<file path="src/rtl/muldiv_unit.sv">
// muldiv_unit: iterative 32-bit multiply/divide unit for the EX stage.
// MULT/MULTU run a shift-add multiply and DIV/DIVU run a restoring divide.
// Each operation takes ITER iteration cycles, and the pipeline is stalled
// for that whole time. On completion the unit drives {hi_we, lo_we, hi, lo}
// for one cycle.
module muldiv_unit #(
  parameter int ITER = 32
) (
  input  logic        clk,
  input  logic        resetn,
  input  logic        start_i,
  input  logic [1:0]  op_i,
  input  logic [31:0] src_a_i,
  input  logic [31:0] src_b_i,
  input  logic        cancel_i,
  output logic        stallreq_o,
  output logic        busy_o,
  output logic        done_o,
  output logic [65:0] hilo_bus_o
);

  localparam int DATA_W = 32;
  localparam int CNT_W  = $clog2(ITER);
  localparam logic [CNT_W-1:0] CNT_LAST = CNT_W'(ITER - 1);

  typedef enum logic [1:0] {IDLE, MUL, DIV, DONE} state_t;

  state_t state, state_nxt;
  logic [CNT_W-1:0]    cnt;
  logic                accept, busy, last_iter, hilo_we;

  // Operand / working registers (data only, no reset)
  logic [2*DATA_W-1:0] mcand_r, acc_r, acc_nxt;
  logic [DATA_W-1:0]   mplier_r;
  logic [DATA_W-1:0]   quo_r, quo_nxt, dvs_r, rem_r, rem_nxt, a_raw_r;
  logic                neg_res_r, neg_rem_r, bzero_r;
  logic [DATA_W:0]     prem, trial;
  logic [DATA_W-1:0]   abs_a, abs_b;
  logic                is_signed;

  // Result registers, visible on the bus
  logic [DATA_W-1:0]   hi_r, lo_r;

  function automatic logic [DATA_W-1:0] abs_val(input logic signed [DATA_W-1:0] v,
                                                input logic sgn);
    logic signed [DATA_W-1:0] n;
    n = -v;
    return (sgn && v[DATA_W-1]) ? DATA_W'(n) : DATA_W'(v);
  endfunction

  function automatic logic [DATA_W-1:0] cond_neg32(input logic [DATA_W-1:0] v,
                                                   input logic neg);
    return neg ? (~v + DATA_W'(1)) : v;
  endfunction

  function automatic logic [2*DATA_W-1:0] cond_neg64(input logic [2*DATA_W-1:0] v,
                                                     input logic neg);
    return neg ? (~v + (2*DATA_W)'(1)) : v;
  endfunction

  assign is_signed = ~op_i[0];
  assign abs_a     = abs_val(src_a_i, is_signed);
  assign abs_b     = abs_val(src_b_i, is_signed);
  assign busy      = (state == MUL) || (state == DIV);
  assign accept    = (state == IDLE) && start_i && !cancel_i;
  assign last_iter = busy && (cnt == CNT_LAST) && !cancel_i;

  // One multiply step and one restoring-divide step; the 33-bit partial
  // remainder carries its borrow in the top bit of the trial subtraction.
  always_comb begin
    acc_nxt = mplier_r[0] ? (acc_r + mcand_r) : acc_r;
    prem    = {rem_r, quo_r[DATA_W-1]};
    trial   = prem - {1'b0, dvs_r};
    if (!trial[DATA_W]) begin
      rem_nxt = trial[DATA_W-1:0];
      quo_nxt = {quo_r[DATA_W-2:0], 1'b1};
    end else begin
      rem_nxt = prem[DATA_W-1:0];
      quo_nxt = {quo_r[DATA_W-2:0], 1'b0};
    end
  end

  // State register
  always_ff @(posedge clk or negedge resetn) begin
    if (!resetn) state <= IDLE;
    else         state <= state_nxt;
  end

  // Next-state logic; a flush while iterating drops straight back to IDLE
  always_comb begin
    state_nxt = state;
    case (state)
      IDLE:     if (accept) state_nxt = op_i[1] ? DIV : MUL;
      MUL, DIV: begin
        if (cancel_i)              state_nxt = IDLE;
        else if (cnt == CNT_LAST)  state_nxt = DONE;
      end
      DONE:     state_nxt = IDLE;
      default:  state_nxt = IDLE;
    endcase
  end

  // Iteration counter: cleared on acceptance, advances every working cycle
  always_ff @(posedge clk or negedge resetn) begin
    if (!resetn)     cnt <= '0;
    else if (accept) cnt <= '0;
    else if (busy)   cnt <= cnt + CNT_W'(1);
  end

  // Operand capture and iteration datapath; later operand changes are ignored
  always_ff @(posedge clk) begin
    if (accept) begin
      a_raw_r   <= src_a_i;
      mcand_r   <= {{DATA_W{1'b0}}, abs_a};
      mplier_r  <= abs_b;
      acc_r     <= '0;
      quo_r     <= abs_a;
      dvs_r     <= abs_b;
      rem_r     <= '0;
      neg_res_r <= is_signed && (src_a_i[DATA_W-1] ^ src_b_i[DATA_W-1]);
      neg_rem_r <= is_signed && src_a_i[DATA_W-1];
      bzero_r   <= (src_b_i == '0);
    end else if (state == MUL) begin
      acc_r    <= acc_nxt;
      mcand_r  <= mcand_r << 1;
      mplier_r <= mplier_r >> 1;
    end else if (state == DIV) begin
      quo_r <= quo_nxt;
      rem_r <= rem_nxt;
    end
  end

  // Result registers: sign-corrected on the final iteration, held afterwards
  always_ff @(posedge clk or negedge resetn) begin
    if (!resetn) begin
      hi_r <= '0;
      lo_r <= '0;
    end else if (last_iter) begin
      if (state == MUL) begin
        {hi_r, lo_r} <= cond_neg64(acc_nxt, neg_res_r);
      end else if (bzero_r) begin
        hi_r <= a_raw_r;
        lo_r <= '1;
      end else begin
        hi_r <= cond_neg32(rem_nxt, neg_rem_r);
        lo_r <= cond_neg32(quo_nxt, neg_res_r);
      end
    end
  end

  assign hilo_we    = (state == DONE) && !cancel_i;
  assign stallreq_o = accept || (busy && !cancel_i);
  assign busy_o     = busy;
  assign done_o     = (state == DONE);
  assign hilo_bus_o = {hilo_we, hilo_we, hi_r, lo_r};

endmodule

</file>
<file path="config.mk">
export PLATFORM = sky130hd
export DESIGN_NAME = muldiv_unit
export DESIGN_NICKNAME = d
export VERILOG_FILES = /design/src/rtl/muldiv_unit.sv
export SDC_FILE = /design/constraint.sdc
export NUM_CORES = 1
export LEC_CHECK = 0
export ABC_AREA = 1
export CORE_ASPECT_RATIO = 1.1
export CORE_UTILIZATION = 30
export CTS_BUF_LIST = sky130_fd_sc_hd__clkbuf_8
export CTS_CLUSTER_SIZE = 24
export DETAILED_ROUTE_END_ITERATION = 8
export GPL_ROUTABILITY_DRIVEN = 0
export PLACE_DENSITY = 0.52
export SLEW_MARGIN = 20
export SYNTH_ARGS = -nofsm -noshare
export SYNTH_HDL_FRONTEND = slang
export SYNTH_SLANG_ARGS = --single-unit
</file>
<file path="constraint.sdc">
create_clock -name clk -period 4.6 [get_ports clk]
set_input_delay 1.38 -clock clk [delete_from_list [all_inputs] [get_ports clk]]
set_output_delay 1.38 -clock clk [all_outputs]
set_load 0.01 [all_outputs]
</file>
==> results of run 1 <==
## final timing paths
| check | start | endpoint | slack (ns) | cells after the start |
|---|---|---|---|---|
| worst max-delay path | dvs_r[0]$_DFFE_PP_ | lo_r[26]$_DFFE_PN0P_ | 0.47 | 26 |
| worst min-delay path | cnt[3]$_DFFE_PN0P_ | cnt[3]$_DFFE_PN0P_ | 0.47 | 1 |
| worst max register to register | dvs_r[0]$_DFFE_PP_ | lo_r[26]$_DFFE_PN0P_ | 0.47 | 26 |
| worst min register to register | cnt[3]$_DFFE_PN0P_ | cnt[3]$_DFFE_PN0P_ | 0.47 | 1 |
| max in group asynchronous | resetn | lo_r[7]$_DFFE_PN0P_ | 3.15 | 2 |
| min in group asynchronous | resetn | lo_r[10]$_DFFE_PN0P_ | 0.76 | 1 |
## kinds of logic (layout without fill, tap and decap cells)
| kind of cell | count (synthesis) | in the layout |
|---|---|---|
| other cells | 0 | 1 |
| simple gates | 2762 | 2762 |
| xor+xnor | 50 | 50 |
| fa+ha+maj | 111 | 111 |
| buf+inv | 983 | 1162 |
| flops | 362 | 362 |
| compound gates | 595 | 595 |
## state kept, by name, indices dropped and copies added, names as in the netlist
signal,count
bzero_r,1
dvs_r,32
hi_r,32
mcand_r,64
state,2
lo_r,32
quo_r,32
cnt,5
neg_res_r,1
mplier_r,32
a_raw_r,32
rem_r,32
neg_rem_r,1
acc_r,64
## power groups by stage
stage	clock network (µW)	registers [µW]	logic (µW)
finish	3220	5780	15600
floorplan	0	5330	11000
global route	3440	5860	17600
detailed placement	0	5830	15500
global placement	0	5830	15400
CTS	3310	5780	15600
## final cells by class
| class | count | area share |
|---|---|---|
| Tap cell | 1281 | 0.0472 |
| Clock inverter | 52 | 0.00870 |
| Inverter | 847 | 0.0939 |
| Sequential cell | 362 | 0.272 |
| Clock buffer | 76 | 0.0308 |
| Timing Repair Buffer | 187 | 0.0537 |
| Multi-Input combinational cell | 3518 | 0.494 |
| Antenna cell | 1 | 0.0000737 |
## layer usage
layer,vias up,part of all wire,track usage
met1,14108,0.46,0.318
met4,2,0.030,0.0704
met2,1002,0.44,0.355
met3,149,0.065,0.0285
met5,-,0.00011,0
li1,15615,-,-
## repair_timing
action,CTS,global route
endpoints found under the setup margin,0,4
buffers inserted,0,0
resized for setup,0,3
## cells in the final DEF, fill, tap and decap left out, types with 5 or more instances in the layout
| master | instances |
|---|---|
| inv_2 | 12 |
| or2_2 | 18 |
| dfrtp_1 | 71 |
| buf_4 | 44 |
| a22oi_1 | 32 |
| o22ai_1 | 38 |
| xor2_1 | 34 |
| nand3b_1 | 13 |
| o21ai_0 | 219 |
| nor4_1 | 10 |
| clkinv_2 | 12 |
| clkinv_1 | 12 |
| ha_1 | 108 |
| clkbuf_8 | 76 |
| inv_1 | 852 |
| a21oi_1 | 190 |
| and2_1 | 8 |
| a21o_1 | 6 |
| dfxtp_1 | 128 |
| nand2_2 | 42 |
| o21ai_1 | 15 |
| nand2_1 | 1717 |
| xnor2_1 | 16 |
| clkdlybuf4s50_1 | 137 |
| nor3_1 | 47 |
| nand4_1 | 55 |
| nand3_2 | 6 |
| nand2_4 | 5 |
| o211ai_1 | 18 |
| nor2_1 | 451 |
| buf_12 | 6 |
| nor2_4 | 7 |
| a31oi_1 | 29 |
| nor2_2 | 23 |
| o21ai_2 | 7 |
| edfxtp_1 | 163 |
| o31ai_1 | 6 |
| o21bai_1 | 17 |
| nand3_1 | 348 |
## through the flow
step	cells	utilization	setup WS (ns)	cell area (µm²)	total power (µW)
after global routing	6324	0.347	0.0276	33900	26900
after detailed placement	6195	0.333	-0.00997	32600	21400
final	6324	0.347	0.471	33900	24600
after CTS	6323	0.347	0.281	33900	24700
after floorplan	4863	-	0.173	29700	16400
after global placement	6195	0.333	-0.0168	32600	21300
==> impl_metrics.csv, run 1 <==
group,metric,value,unit
global_routing,grt_first_pass_wirelength,173,mm
synth,yosysWarnings,0,
floorplanning,io_pins,139,
cells_and_area,fill_cells,10824,
cells_and_area,nets,5168,
worst_setup_path,cp_top_family,"simple AND/OR/NAND/NOR gates",
cells_and_area,syn2layout_area_growth,14.2,%
cells_and_area,ff_latch_area,9230,µm²
synth,synth_compound_area_frac,0.113,
cells_and_area,multiInputGateArea,16800,µm²
clock_network,cts_htree_levels,3,
drt,drt_wl_total,115,mm
clock_network,cts_tree,"built",
sta,rsz0062_at_grt,"no",
floorplanning,die_h,332,µm
power,power_density,726,nW/µm²
flow_run,maxCapViolCount,0,
clock_network,cts-hold-fix-buffers,0,
power,leakage,0.0174,µW
cells_and_area,drive_gt1_frac,0.0569,
drt,dr.first_iter.drc_count,2812,
clock_network,path_clk_slew,0.06,ns
synth,synth_edf_count,163,
drt,wire_per_inst,18.2,µm
synth,syn_area_per_cell,6.11,µm²
global_routing,grt_start_max_net_pins,111,
clock_network,clock_latency,0.72,ns
clock_network,clock_sinks,362,
worst_setup_path,arrival,4.73,ns
clock_network,cts_max_path_buffers,3,
worst_setup_path,worst-path-buf-inv,3,
power,power_switching,13600,µW
sta,fin_skew,0.0554,ns
synth,yosysSeqAreaShare,0.311,
floorplanning,fp.dieW,302,µm
synth,yosysTopAreaCellShare,0.217,
synth,synthArstFlopShare,0.196,
synth,synth_top_cells_by_area,"nand2_1, edfxtp_1, inv_1",
global_routing,track_usage,0.226,
synth,syn-num-nets,5044,
worst_hold_path,hold_class,"reg -> reg",
synth,synthDistinctLibCells,58,
outcome,status,"complete, no violations",
synth,synth_area,29700,µm²
sta,period_needed,4.13,ns
worst_setup_path,critPathLaunchType,"flip-flop",
worst_setup_path,endpoint_kind,"flip-flop",
synth,synthCells,4863,
floorplanning,rows,120,
sta,worstMarginPinSlew,0.867,ns
clock_network,cts-buffers-inserted,71,
worst_setup_path,path_class,"reg -> reg",
drt,drc_errors,0,
floorplanning,initial_core_util,0.304,
sta,hold_viol_final,0,
power,ir_worst_vdd,0.000324,V
synth,muxShareOfSynthArea,0,
power,p_int,11000,µW
drt,first_pass_iters,8,
power,power_frac_seq,0.234,
synth,synth-simple-area-share,0.387,
synth,synthTopCellsByCount,"nand2_1, inv_1, nor2_1",
global_routing,globalRouteOverflowTotal,0,
sta,slew_headroom,0.422,
worst_setup_path,required,5.20,ns
clock_network,cts_root_buf,"clkbuf_8",
synth,yosysMostFrequentCell,"nand2_1",
worst_setup_path,path_max_fanout,4,
synth,ys_ff_latch,362,
drt,vias,30876,
global_routing,grt_pass1_vias,28232,
sta,finalSetupTns,0,ns
floorplanning,die_area,100000,µm²
sta,fin_crit_sh,0.898,
floorplanning,core,97700,µm²
synth,synthXorXnorAreaFrac,0.0147,
power,clock_power_share,0.131,
power,combPwrFrac,0.635,
worst_setup_path,critPathSlowestCell,"edfxtp_1",
sta,final_max_slew_viol_count,0,
drt,ant_nets,0,
sta,finalHoldWorstSlack,0.468,ns
synth,synth_area_leader_cell,"nand2_1",
placement,io_buffers,138,
synth,ys.flop_type,"edfxtp_1",
synth,synthAdderAreaFrac,0.0472,
global_routing,grt_antenna_before_repair,3,
placement,dp_hpwl,90.9,mm
power,switching_share,0.552,
sta,clock.fmax,0.242,GHz
synth,synth_top_family_by_area,"simple AND/OR/NAND/NOR gates",
worst_setup_path,max_stage_delay,0.42,ns
sta,setup_viol,0,
drt,post_drt_via_cell_ratio,4.88,
(Power assumes the default switching activity.)
==> run 2: changes to the inputs <==
--- a/config.mk
+++ b/config.mk
@@ -12,6 +12,7 @@
 export CTS_CLUSTER_SIZE = 24
 export DETAILED_ROUTE_END_ITERATION = 8
 export GPL_ROUTABILITY_DRIVEN = 0
+export HOLD_SLACK_MARGIN = 0.06
 export PLACE_DENSITY = 0.52
 export SLEW_MARGIN = 20
 export SYNTH_ARGS = -nofsm -noshare
==> results of run 2 <==
The final DEF is identical to that of run 1; final timing and power are the same.
